### config.mk
export PLATFORM = sky130hd
export DESIGN_NAME = klp_lsu
export DESIGN_NICKNAME = d
export VERILOG_FILES = /design/src/rtl/klp_lsu_pkg.sv /design/src/rtl/klp_lsu_lane.sv /design/src/rtl/klp_lsu.sv
export SDC_FILE = /design/constraint.sdc
export NUM_CORES = 1
export LEC_CHECK = 0
export ABC_CLOCK_PERIOD_IN_PS = 2900
export CAP_MARGIN = 30
export CORE_UTILIZATION = 48
export DETAILED_ROUTE_END_ITERATION = 6
export PLACE_DENSITY = 0.81
export SYNTH_ARGS = -nofsm -noshare
export SYNTH_HDL_FRONTEND = slang
export SYNTH_SLANG_ARGS = --single-unit
### constraint.sdc
create_clock -name clk -period 2.9 [get_ports clk]
set_input_delay 0.29 -clock clk [delete_from_list [all_inputs] [get_ports clk]]
set_output_delay 0.29 -clock clk [all_outputs]
set_load 0.02 [all_outputs]
### src/rtl/klp_lsu_pkg.sv
// Shared encodings for the load/store unit: access sizes, FSM states and the
// alignment rule used to reject requests before touching memory.
package klp_lsu_pkg;

    localparam logic [1:0] SZ_B = 2'b00;
    localparam logic [1:0] SZ_H = 2'b01;
    localparam logic [1:0] SZ_W = 2'b10;

    localparam logic [2:0] ST_IDLE = 3'd0;
    localparam logic [2:0] ST_RD   = 3'd1;
    localparam logic [2:0] ST_MRG  = 3'd2;
    localparam logic [2:0] ST_WR   = 3'd3;
    localparam logic [2:0] ST_RESP = 3'd4;

    // size 2'b11 is not a legal access and is reported like a misalignment
    function automatic logic is_misaligned(input logic [1:0] size, input logic [1:0] addr_lo);
        case (size)
            SZ_B:    return 1'b0;
            SZ_H:    return addr_lo[0];
            SZ_W:    return addr_lo != 2'b00;
            default: return 1'b1;
        endcase
    endfunction

endpackage

### src/rtl/klp_lsu_lane.sv
// Byte-lane datapath: extracts and extends load data from a memory word, and
// merges sub-word store data into a previously read word.
module klp_lsu_lane
    import klp_lsu_pkg::*;
#(
    parameter int XLEN = 32
) (
    input  logic [XLEN-1:0] word_i,
    input  logic [XLEN-1:0] wdata_i,
    input  logic [1:0]      addr_lo_i,
    input  logic [1:0]      size_i,
    input  logic            unsigned_i,
    output logic [XLEN-1:0] load_o,
    output logic [XLEN-1:0] merge_o
);

    localparam int NB = XLEN / 8;

    logic [XLEN-1:0] shifted;

    // halfword accesses are aligned here, so a byte-granular shift also serves them
    assign shifted = word_i >> {addr_lo_i, 3'b000};

    always_comb begin
        case (size_i)
            SZ_B:    load_o = {{(XLEN-8){~unsigned_i & shifted[7]}}, shifted[7:0]};
            SZ_H:    load_o = {{(XLEN-16){~unsigned_i & shifted[15]}}, shifted[15:0]};
            default: load_o = word_i;
        endcase
    end

    for (genvar gi = 0; gi < NB; gi++) begin : g_byte
        logic       sel;
        logic [7:0] src;

        always_comb begin
            sel = 1'b1;
            src = wdata_i[8*gi +: 8];
            case (size_i)
                SZ_B: begin
                    sel = (addr_lo_i == 2'(gi % 4));
                    src = wdata_i[7:0];
                end
                SZ_H: begin
                    sel = (addr_lo_i[1] == 1'((gi / 2) % 2));
                    src = wdata_i[8*(gi % 2) +: 8];
                end
                default: ;
            endcase
        end

        assign merge_o[8*gi +: 8] = sel ? src : word_i[8*gi +: 8];
    end

endmodule

### src/rtl/klp_lsu.sv
// Load/store unit: drives a single-port word memory, performing byte/half
// accesses by extraction on load and read-modify-write on store.
module klp_lsu
    import klp_lsu_pkg::*;
#(
    parameter int XLEN = 32,
    parameter int AW   = 32
) (
    input  logic            clk,
    input  logic            rst_n,
    input  logic            req_valid,
    output logic            req_ready,
    input  logic            req_write,
    input  logic [1:0]      req_size,
    input  logic            req_unsigned,
    input  logic [XLEN-1:0] req_addr,
    input  logic [XLEN-1:0] req_wdata,
    output logic            resp_valid,
    output logic [XLEN-1:0] resp_rdata,
    output logic            resp_error,
    output logic [AW-1:0]   mem_addr,
    output logic            mem_write_enable,
    output logic [XLEN-1:0] mem_write_data,
    input  logic [XLEN-1:0] mem_read_data
);

    logic [2:0]      state_q,    state_d;
    logic            write_q,    write_d;
    logic [1:0]      size_q,     size_d;
    logic            uns_q,      uns_d;
    logic [1:0]      lo_q,       lo_d;
    logic [XLEN-1:0] wdata_q,    wdata_d;
    logic [AW-1:0]   maddr_q,    maddr_d;
    logic [XLEN-1:0] mwdata_q,   mwdata_d;
    logic [XLEN-1:0] rdata_q,    rdata_d;
    logic            err_q,      err_d;

    logic [XLEN-1:0] lane_load;
    logic [XLEN-1:0] lane_merge;

    klp_lsu_lane #(.XLEN(XLEN)) u_lane (
        .word_i     (mem_read_data),
        .wdata_i    (wdata_q),
        .addr_lo_i  (lo_q),
        .size_i     (size_q),
        .unsigned_i (uns_q),
        .load_o     (lane_load),
        .merge_o    (lane_merge)
    );

    always_comb begin
        state_d  = state_q;
        write_d  = write_q;
        size_d   = size_q;
        uns_d    = uns_q;
        lo_d     = lo_q;
        wdata_d  = wdata_q;
        maddr_d  = maddr_q;
        mwdata_d = mwdata_q;
        rdata_d  = rdata_q;
        err_d    = err_q;
        case (state_q)
            ST_IDLE: begin
                if (req_valid) begin
                    write_d = req_write;
                    size_d  = req_size;
                    uns_d   = req_unsigned;
                    lo_d    = req_addr[1:0];
                    wdata_d = req_wdata;
                    maddr_d = AW'(req_addr[XLEN-1:2]);
                    if (is_misaligned(req_size, req_addr[1:0])) begin
                        rdata_d = '0;
                        err_d   = 1'b1;
                        state_d = ST_RESP;
                    end else if (req_write && req_size == SZ_W) begin
                        mwdata_d = req_wdata;
                        state_d  = ST_WR;
                    end else begin
                        state_d = ST_RD;
                    end
                end
            end
            ST_RD:   state_d = ST_MRG;
            ST_MRG: begin
                if (write_q) begin
                    mwdata_d = lane_merge;
                    state_d  = ST_WR;
                end else begin
                    rdata_d = lane_load;
                    err_d   = 1'b0;
                    state_d = ST_RESP;
                end
            end
            ST_WR: begin
                rdata_d = '0;
                err_d   = 1'b0;
                state_d = ST_RESP;
            end
            default: state_d = ST_IDLE;
        endcase
    end

    always_ff @(posedge clk or negedge rst_n) begin
        if (!rst_n) begin
            state_q  <= ST_IDLE;
            write_q  <= 1'b0;
            size_q   <= 2'b00;
            uns_q    <= 1'b0;
            lo_q     <= 2'b00;
            wdata_q  <= '0;
            maddr_q  <= '0;
            mwdata_q <= '0;
            rdata_q  <= '0;
            err_q    <= 1'b0;
        end else begin
            state_q  <= state_d;
            write_q  <= write_d;
            size_q   <= size_d;
            uns_q    <= uns_d;
            lo_q     <= lo_d;
            wdata_q  <= wdata_d;
            maddr_q  <= maddr_d;
            mwdata_q <= mwdata_d;
            rdata_q  <= rdata_d;
            err_q    <= err_d;
        end
    end

    assign req_ready        = (state_q == ST_IDLE);
    assign resp_valid       = (state_q == ST_RESP);
    assign mem_write_enable = (state_q == ST_WR);
    assign mem_addr         = maddr_q;
    assign mem_write_data   = mwdata_q;
    assign resp_rdata       = rdata_q;
    assign resp_error       = err_q;

endmodule
==> results of run 1 <==
[synthesized netlist by cell type (7+ instances only)]
master	instances
sky130_fd_sc_hd__nand2_1	40
sky130_fd_sc_hd__a221oi_1	16
sky130_fd_sc_hd__dfrtp_1	136
sky130_fd_sc_hd__a31oi_1	17
sky130_fd_sc_hd__a221o_1	30
sky130_fd_sc_hd__o21ai_0	14
sky130_fd_sc_hd__a22oi_1	7
sky130_fd_sc_hd__a211o_1	8
sky130_fd_sc_hd__mux2i_1	16
sky130_fd_sc_hd__mux2_2	88
sky130_fd_sc_hd__a211oi_1	8
sky130_fd_sc_hd__a22o_1	9
sky130_fd_sc_hd__o211ai_1	23
sky130_fd_sc_hd__nor2_1	34
sky130_fd_sc_hd__or3_1	9
sky130_fd_sc_hd__o2bb2ai_1	17
sky130_fd_sc_hd__and2_1	8
sky130_fd_sc_hd__clkbuf_1	43
sky130_fd_sc_hd__a21oi_1	20
[cell usage in the layout, fill, tap and decap left out, types with 9 or more instances in the layout]
cell,Yosys,layout
sky130_fd_sc_hd__clkbuf_16,0,17
sky130_fd_sc_hd__a221o_1,30,30
sky130_fd_sc_hd__mux2_2,88,88
sky130_fd_sc_hd__buf_4,4,13
sky130_fd_sc_hd__dfrtp_1,136,136
sky130_fd_sc_hd__o211ai_1,23,23
sky130_fd_sc_hd__nand2_1,40,40
sky130_fd_sc_hd__a22o_1,9,9
sky130_fd_sc_hd__o21ai_0,14,14
sky130_fd_sc_hd__mux2i_1,16,16
sky130_fd_sc_hd__a221oi_1,16,16
sky130_fd_sc_hd__o2bb2ai_1,17,17
sky130_fd_sc_hd__nor2_1,34,33
sky130_fd_sc_hd__clkdlybuf4s50_1,0,199
sky130_fd_sc_hd__a31oi_1,17,16
sky130_fd_sc_hd__or3_1,9,9
sky130_fd_sc_hd__a21oi_1,20,20
[cell type report]
cell class / count / share of cell area [%]
Sequential cell: 136 / 35.7
Multi-Input combinational cell: 396 / 32.8
Timing Repair Buffer: 216 / 22.6
Clock buffer: 25 / 5.20
Tap cell: 176 / 2.31
Clock inverter: 7 / 1.21
Inverter: 5 / 0.197
[state kept, by name (all words and copies together) (netlist names), 2 cells and up]
signal and flops:
mem_write_data 32, state_q 3, mem_addr 30, size_q 2, resp_rdata 32, lo_q 2, wdata_q 32
[power groups by stage]
| stage | Combinational (mW) | Sequential (mW) | Clock, mW |
|---|---|---|---|
| 6_report | 5.96 | 3.68 | 2.24 |
| 2_1_floorplan | 3.02 | 4.10 | 0 |
| 3_5_place_dp | 5.92 | 3.66 | 0 |
| 5_1_grt | 6.34 | 3.76 | 2.32 |
| 4_1_cts | 5.96 | 3.65 | 2.25 |
| 3_3_place_gp | 5.77 | 3.62 | 0 |
[cells by family (layout without fill, tap and decap cells)]
group / after synthesis / count (layout) / share of synthesized area (%)
AOI/OAI and AO/OA: 179 / 179 / 20.5
muxes: 105 / 105 / 17.4
other: 1 / 2 / 0.0556
buffers and inverters: 61 / 253 / 3.88
and+or+nand+nor: 110 / 110 / 7.73
DFF: 136 / 136 / 50.4
[layer usage]
metal	routed length, microns	part of all wire (%)	GRT usage [%]	up-vias
met5	0	0	0	-
met4	596	2.8	12.2	0
met3	1920	9.1	8.11	50
met2	9730	46	46.9	323
met1	8920	42	39.7	2948
li1	-	-	-	2608
[worst max-delay path by stage]
stage,cells after the start,end
after floorplan,8,resp_rdata[21]
after global placement,5,mem_write_data[12]
after detailed placement,5,mem_write_data[21]
after CTS,4,resp_rdata[16]
after global routing,4,resp_rdata[31]
final,4,resp_rdata[16]
[repair_timing]
action,in CTS,in global routing
hold buffers,1,0
endpoints found under the hold margin,62,0
gates resized for setup,0,0
[through the flow]
stage / utilization (%) / cells / worst slack, ps / area, sq um / power [mW]
after floorplan: - / 593 / 740 / 6750 / 7.12
after global placement: 66.2 / 928 / 470 / 8900 / 9.38
after detailed placement: 66.2 / 928 / 386 / 8900 / 9.57
after CTS: 70.8 / 961 / 406 / 9520 / 11.9
after global routing: 70.8 / 961 / 280 / 9520 / 12.4
final: 70.8 / 961 / 397 / 9520 / 11.9
[worst max-delay path: cells and delay by family (launching register included)]
family / cells / cell delay (ps)
compound gates: 1 / 210
flops: 1 / 540
simple gates: 3 / 1670
==> flow_metrics.py, run 1 <==
metrics = {
    "yosys": {
        "synth_edf_count": 0,
        "ys_ff_latch": 136,
        "synthArstFlopShare_pct": 100,
        "seq_area_frac_synth_pct": 50.4,
        "synth_top_cell_by_area": "sky130_fd_sc_hd__dfrtp_1",
        "synthFlopType": "sky130_fd_sc_hd__dfrtp_1",
        "synth.top_cell.area_share_pct": 50.4,
        "synth.avg_cell_area_sq_um": 11.4,
        "ys_warn_count": 0,
        "netlist_top_cells_area": "sky130_fd_sc_hd__dfrtp_1, sky130_fd_sc_hd__mux2_2, sky130_fd_sc_hd__a221o_1",
        "synth_cell_types": 43,
        "netlist_area_sq_um": 6750,
        "synthCells": 592,
    },
    "die": {
        "starting_density_of_the_core_pct": 50.1,
        "die_height_microns": 121,
        "die_w_microns": 121,
        "row_count": 42,
        "die_area_sq_um": 14500,
        "core-area_sq_um": 13500,
        "io-pin-count": 203,
    },
    "pwr": {
        "cellInternalPower_mw": 7.18,
        "sequentialPowerShare_pct": 31.0,
        "switching_share_pct": 39.6,
        "power_per_cell_area_nw_per_um2": 1250,
        "net-switching-power_mw": 4.69,
        "total_leakage_power_nw": 3.89,
        "power.clock.fraction_pct": 18.8,
        "ir_worst_vdd_mv": 0.588,
        "p_comb_share_pct": 50.2,
    },
    "timing": {
        "report.final.setup_viol": 0,
        "report.final.slew_viol_count": 0,
        "final.setup_skew_ps": 7.02,
        "hold_ws_ps": 426,
        "setup_tns_ps": 0,
        "timing.max_slew.rel_slack_pct": 42.4,
        "timing.final.hold_violations": 0,
        "grt_setup_unrepaired": "no",
        "tightestPinTransition_ps": 864,
        "max_clock_freq_mhz": 400,
        "finalCriticalPeriod_ps": 2500,
        "final_min_period_over_clock_period_pct": 86.3,
    },
    "grt": {
        "grt_antenna_before_repair": 0,
        "grt_usage_pct": 30.1,
        "globalRoute.totalOverflow": 0,
        "grt_start_max_net_pins": 75,
        "first_pass_grt_wire_length_microns": 32800,
        "grt_pass1_vias": 5891,
    },
    "placement": {
        "number_of_i_o_port_buffers": 200,
        "gp_congestion": 0.885,
        "post-dp-hpwl_microns": 15000,
    },
    "cells_and_area": {
        "antenna-diode-count": 0,
        "num-fill-cells": 1031,
        "drive_gt1_share_pct": 18.0,
        "multi_input_area_sq_um": 3120,
        "sequential_cell_area_sq_um": 3400,
        "final_net_count": 875,
        "layout-area-overhead-vs-synth_pct": 41.2,
    },
    "routing": {
        "number_of_iterations_in_the_first_detailed_routing_pass": 4,
        "drtAntennaViolNets": 0,
        "drt-vias-per-instance": 6.17,
        "route.detailed.wl_per_inst_microns": 22.0,
        "detailedRoute.firstIterationViolations": 389,
        "num_vias": 5929,
        "drc_errors": 0,
        "drt-total-wl_microns": 21200,
    },
    "clock_tree": {
        "clock_latency_ps": 430,
        "cts_root_buf": "sky130_fd_sc_hd__clkbuf_16",
        "cts_setup_buffers": 0,
        "tritoncts_buffers": 17,
        "clk_path_buf_depth": 2,
        "clock_sinks": 136,
        "clk_transition_reported_paths_ps": 60,
        "ctsHtreeMaxLevel": 4,
        "tritoncts": "done",
    },
    "worst_setup_path": {
        "critPathMaxFanout": 16,
        "ff2ff_setup_slack_ps": 400,
        "critPathLaunch": "state_q[1]",
        "worst_ep_required_time_ps": 3260,
        "r2r-start": "state_q[1]",
        "rr_worst_depth": 4,
        "setup_cp_type": "reg2reg",
        "crit_path_cell_trace": "or3b_1 -> or3_1 -> nor4_4 -> a221o_1",
        "crit_arrival_ps": 2860,
        "r2r_end": "resp_rdata[16]",
        "crit_slowest_cell": "sky130_fd_sc_hd__nor4_4",
        "cp_slowest_stage_delay_ps": 770,
        "endpoint_kind": "register",
        "startpoint_type": "register",
    },
    "run_status": {
        "outcome": "completed",
    },
    "hold_path": {
        "hold_path_class": "in2async",
    },
    "flow_run": {
        "cap_violations": 0,
    },
}
Note: power is estimated with default switching activity, not from simulation.
==> inputs of run 2 (changes only) <==
- ABC_CLOCK_PERIOD_IN_PS: 2900 -> 3200
- CORE_UTILIZATION: 48 -> 52
- PLACE_DENSITY: 0.81 -> 0.86
- SYNTH_HIERARCHICAL: unset -> 1
- TNS_END_PERCENT: unset -> 10
- clock period: 2.9 -> 3.2 ns (I/O delays scaled with it)
==> run 2 against run 1 <==
  * Critical path depth down 2
  * First-iteration DRC count grew 47%
  * Largest power group unchanged
  * Clock power fell by 8%
  * Hold slack worse by 6.6 ps
  * Wire length down 0.42%
  * Synthesized cell count up 13%
  * Register-to-register slack gained 410 ps
  * Sequential power down 8.7%
  * Area after synthesis grew 7.7%
  * Sequential share of layout area is 1.7 points lower
==> flow_metrics.py, run 2 <==
metrics = {
    "yosys": {
        "ys_ff_latch": 136,
        "synth.top_cell.area_share_pct": 46.9,
        "synthFlopType": "sky130_fd_sc_hd__dfrtp_1",
        "synth_edf_count": 0,
        "cell_types_with_the_highest_counts_after_synthesis": "sky130_fd_sc_hd__mux2_2, sky130_fd_sc_hd__dfrtp_1, sky130_fd_sc_hd__nand2_1",
        "netlist_top_cells_area": "sky130_fd_sc_hd__dfrtp_1, sky130_fd_sc_hd__mux2_2, sky130_fd_sc_hd__mux2i_1",
        "synth.avg_cell_area_sq_um": 10.9,
        "synth_top_cell_by_area": "sky130_fd_sc_hd__dfrtp_1",
        "netlist_area_sq_um": 7260,
        "synthMostInstantiatedCell": "sky130_fd_sc_hd__mux2_2",
        "ys_warn_count": 6,
        "seq_area_frac_synth_pct": 46.9,
        "synthArstFlopShare_pct": 100,
        "synthCells": 667,
        "synth_cell_types": 42,
    },
    "timing": {
        "final_min_period_over_clock_period_pct": 81.8,
        "finalCriticalPeriod_ps": 2620,
        "final.setup_skew_ps": 5.75,
        "grt_setup_unrepaired": "no",
        "timing.final.hold_violations": 0,
        "timing.final.ws_setup_ps": 581,
        "report.final.slew_viol_count": 0,
        "setup_tns_ps": 0,
        "max_clock_freq_mhz": 382,
        "tightestPinTransition_ps": 844,
        "report.final.setup_viol": 0,
        "timing.max_slew.rel_slack_pct": 43.7,
    },
    "routing": {
        "number_of_iterations_in_the_first_detailed_routing_pass": 5,
        "num_vias": 6136,
        "route.detailed.wl_per_inst_microns": 20.3,
        "drtAntennaViolNets": 0,
        "drt-vias-per-instance": 5.90,
        "drc_errors": 0,
        "detailedRoute.firstIterationViolations": 572,
        "drt-total-wl_microns": 21100,
    },
    "worst_setup_path": {
        "crit_slowest_cell": "sky130_fd_sc_hd__dfrtp_1",
        "r2r-start": "size_q[0]",
        "r2r_end": "mem_write_data[29]",
        "rr_worst_depth": 5,
        "crit_arrival_ps": 2300,
        "critPathMaxFanout": 20,
        "crit_path_cell_trace": "nor3b_1 -> clkdlybuf4s50_1",
        "cp_slowest_stage_delay_ps": 890,
        "endpoint_kind": "output pin",
        "worst_ep_required_time_ps": 2880,
        "setup_cp_type": "reg2out",
        "cpLargestDelayFamily": "flip-flops",
        "startpoint_type": "register",
        "ff2ff_setup_slack_ps": 810,
        "worst-path-buf-inv": 1,
    },
    "pwr": {
        "total_leakage_power_nw": 4.12,
        "ir_worst_vdd_mv": 0.610,
        "net-switching-power_mw": 4.31,
        "total_power_mw": 11.0,
        "power.clock.fraction_pct": 18.9,
        "switching_share_pct": 39.3,
        "sequentialPowerShare_pct": 30.6,
        "p_comb_share_pct": 50.5,
        "cellInternalPower_mw": 6.65,
        "power_per_cell_area_nw_per_um2": 1100,
    },
    "cells_and_area": {
        "layout-area-overhead-vs-synth_pct": 37.7,
        "final_net_count": 954,
        "fin_area_sq_um": 10000,
        "layout.cells.most_common": "sky130_fd_sc_hd__clkdlybuf4s50_1",
        "instances_no_fill": 1040,
        "antenna-diode-count": 0,
        "layout_common_cells": "sky130_fd_sc_hd__clkdlybuf4s50_1, sky130_fd_sc_hd__mux2_2, sky130_fd_sc_hd__dfrtp_1, sky130_fd_sc_hd__nand2_1, sky130_fd_sc_hd__o21ai_0",
        "drive_gt1_share_pct": 23.8,
    },
    "clock_tree": {
        "cts_root_buf": "sky130_fd_sc_hd__clkbuf_16",
        "clock_sinks": 136,
        "clk_transition_reported_paths_ps": 60,
        "clk_path_buf_depth": 2,
        "cts_setup_buffers": 0,
        "ctsHtreeMaxLevel": 4,
        "tritoncts_buffers": 17,
        "clock_latency_ps": 430,
        "tritoncts": "done",
    },
    "grt": {
        "grt_antenna_before_repair": 0,
        "globalRoute.totalOverflow": 0,
        "grt_pass1_vias": 6332,
        "grt_usage_pct": 30.2,
        "first_pass_grt_wire_length_microns": 33100,
        "grt_start_max_net_pins": 70,
    },
    "run_status": {
        "outcome": "completed",
    },
    "die": {
        "core-area_sq_um": 13500,
        "die_area_sq_um": 14400,
        "die_w_microns": 120,
        "io-pin-count": 203,
        "die_height_microns": 120,
        "starting_density_of_the_core_pct": 54.0,
        "row_count": 42,
    },
    "flow_run": {
        "cap_violations": 0,
    },
    "placement": {
        "post-dp-hpwl_microns": 14900,
        "number_of_i_o_port_buffers": 200,
        "placed_area_sq_um": 9370,
        "dp.cells": 1007,
        "gp_congestion": 0.874,
        "dp_slack_ps": 707,
    },
    "hold_path": {
        "hold_path_class": "in2async",
    },
}
## run 2: what timing repair did
action / CTS / global route
resized for setup: 0 / 0
hold buffers: 1 / 0
hold endpoints to repair: 58 / 0
## run 2: metal layers
metal	global-route usage, %	up-vias	wire, microns
li1	-	2726	-
met5	0	-	0
met3	9.06	58	2100
met2	48.0	368	10100
met1	37.6	2984	8180
met4	14.8	0	679
## run 2: logic make-up (layout without fill, tap and decap cells)
group / after synthesis / after routing / share of synthesized area, %
compound gates: 143 / 143 / 12.0
flops: 136 / 136 / 46.9
mux: 182 / 182 / 27.6
simple gates: 122 / 122 / 8.18
other cells: 1 / 2 / 0.0516
buf+inv: 83 / 279 / 5.31
## run 2: power groups by stage
| stage | registers, mW | logic, mW | clock network [mW] |
|---|---|---|---|
| finish | 3.36 | 5.53 | 2.07 |
| floorplan | 3.66 | 3.11 | 0 |
| global placement | 3.30 | 5.30 | 0 |
| global route | 3.45 | 5.93 | 2.15 |
| CTS | 3.34 | 5.52 | 2.08 |
| detailed placement | 3.35 | 5.48 | 0 |
## run 2: layout make-up
cell class                 count  area, sq um
multi-input combinational    449         3490
fill                         909         3450
sequential                   136         3400
timing repair buffer         213         2140
clock buffer                  19          443
tap                          176          220
clock inverter                13          178
inverter                      34          128
## run 2: worst max-delay path by stage
stage	start	to	cells after the start
floorplan	size_q[0]	mem_write_data[0]	6
global placement	req_size[0]	mem_write_data[8]	5
detailed placement	req_size[0]	mem_write_data[31]	5
CTS	state_q[2]	resp_valid	2
global route	state_q[2]	resp_valid	2
finish	state_q[2]	resp_valid	2
## run 2: metrics by stage
step / hold WS [ps] / util (%)
finish: 419 / 74.3
global route: 474 / 74.3
CTS: 447 / 74.3
detailed placement: 329 / 69.6
global placement: 489 / 69.4
floorplan: 24.4 / -
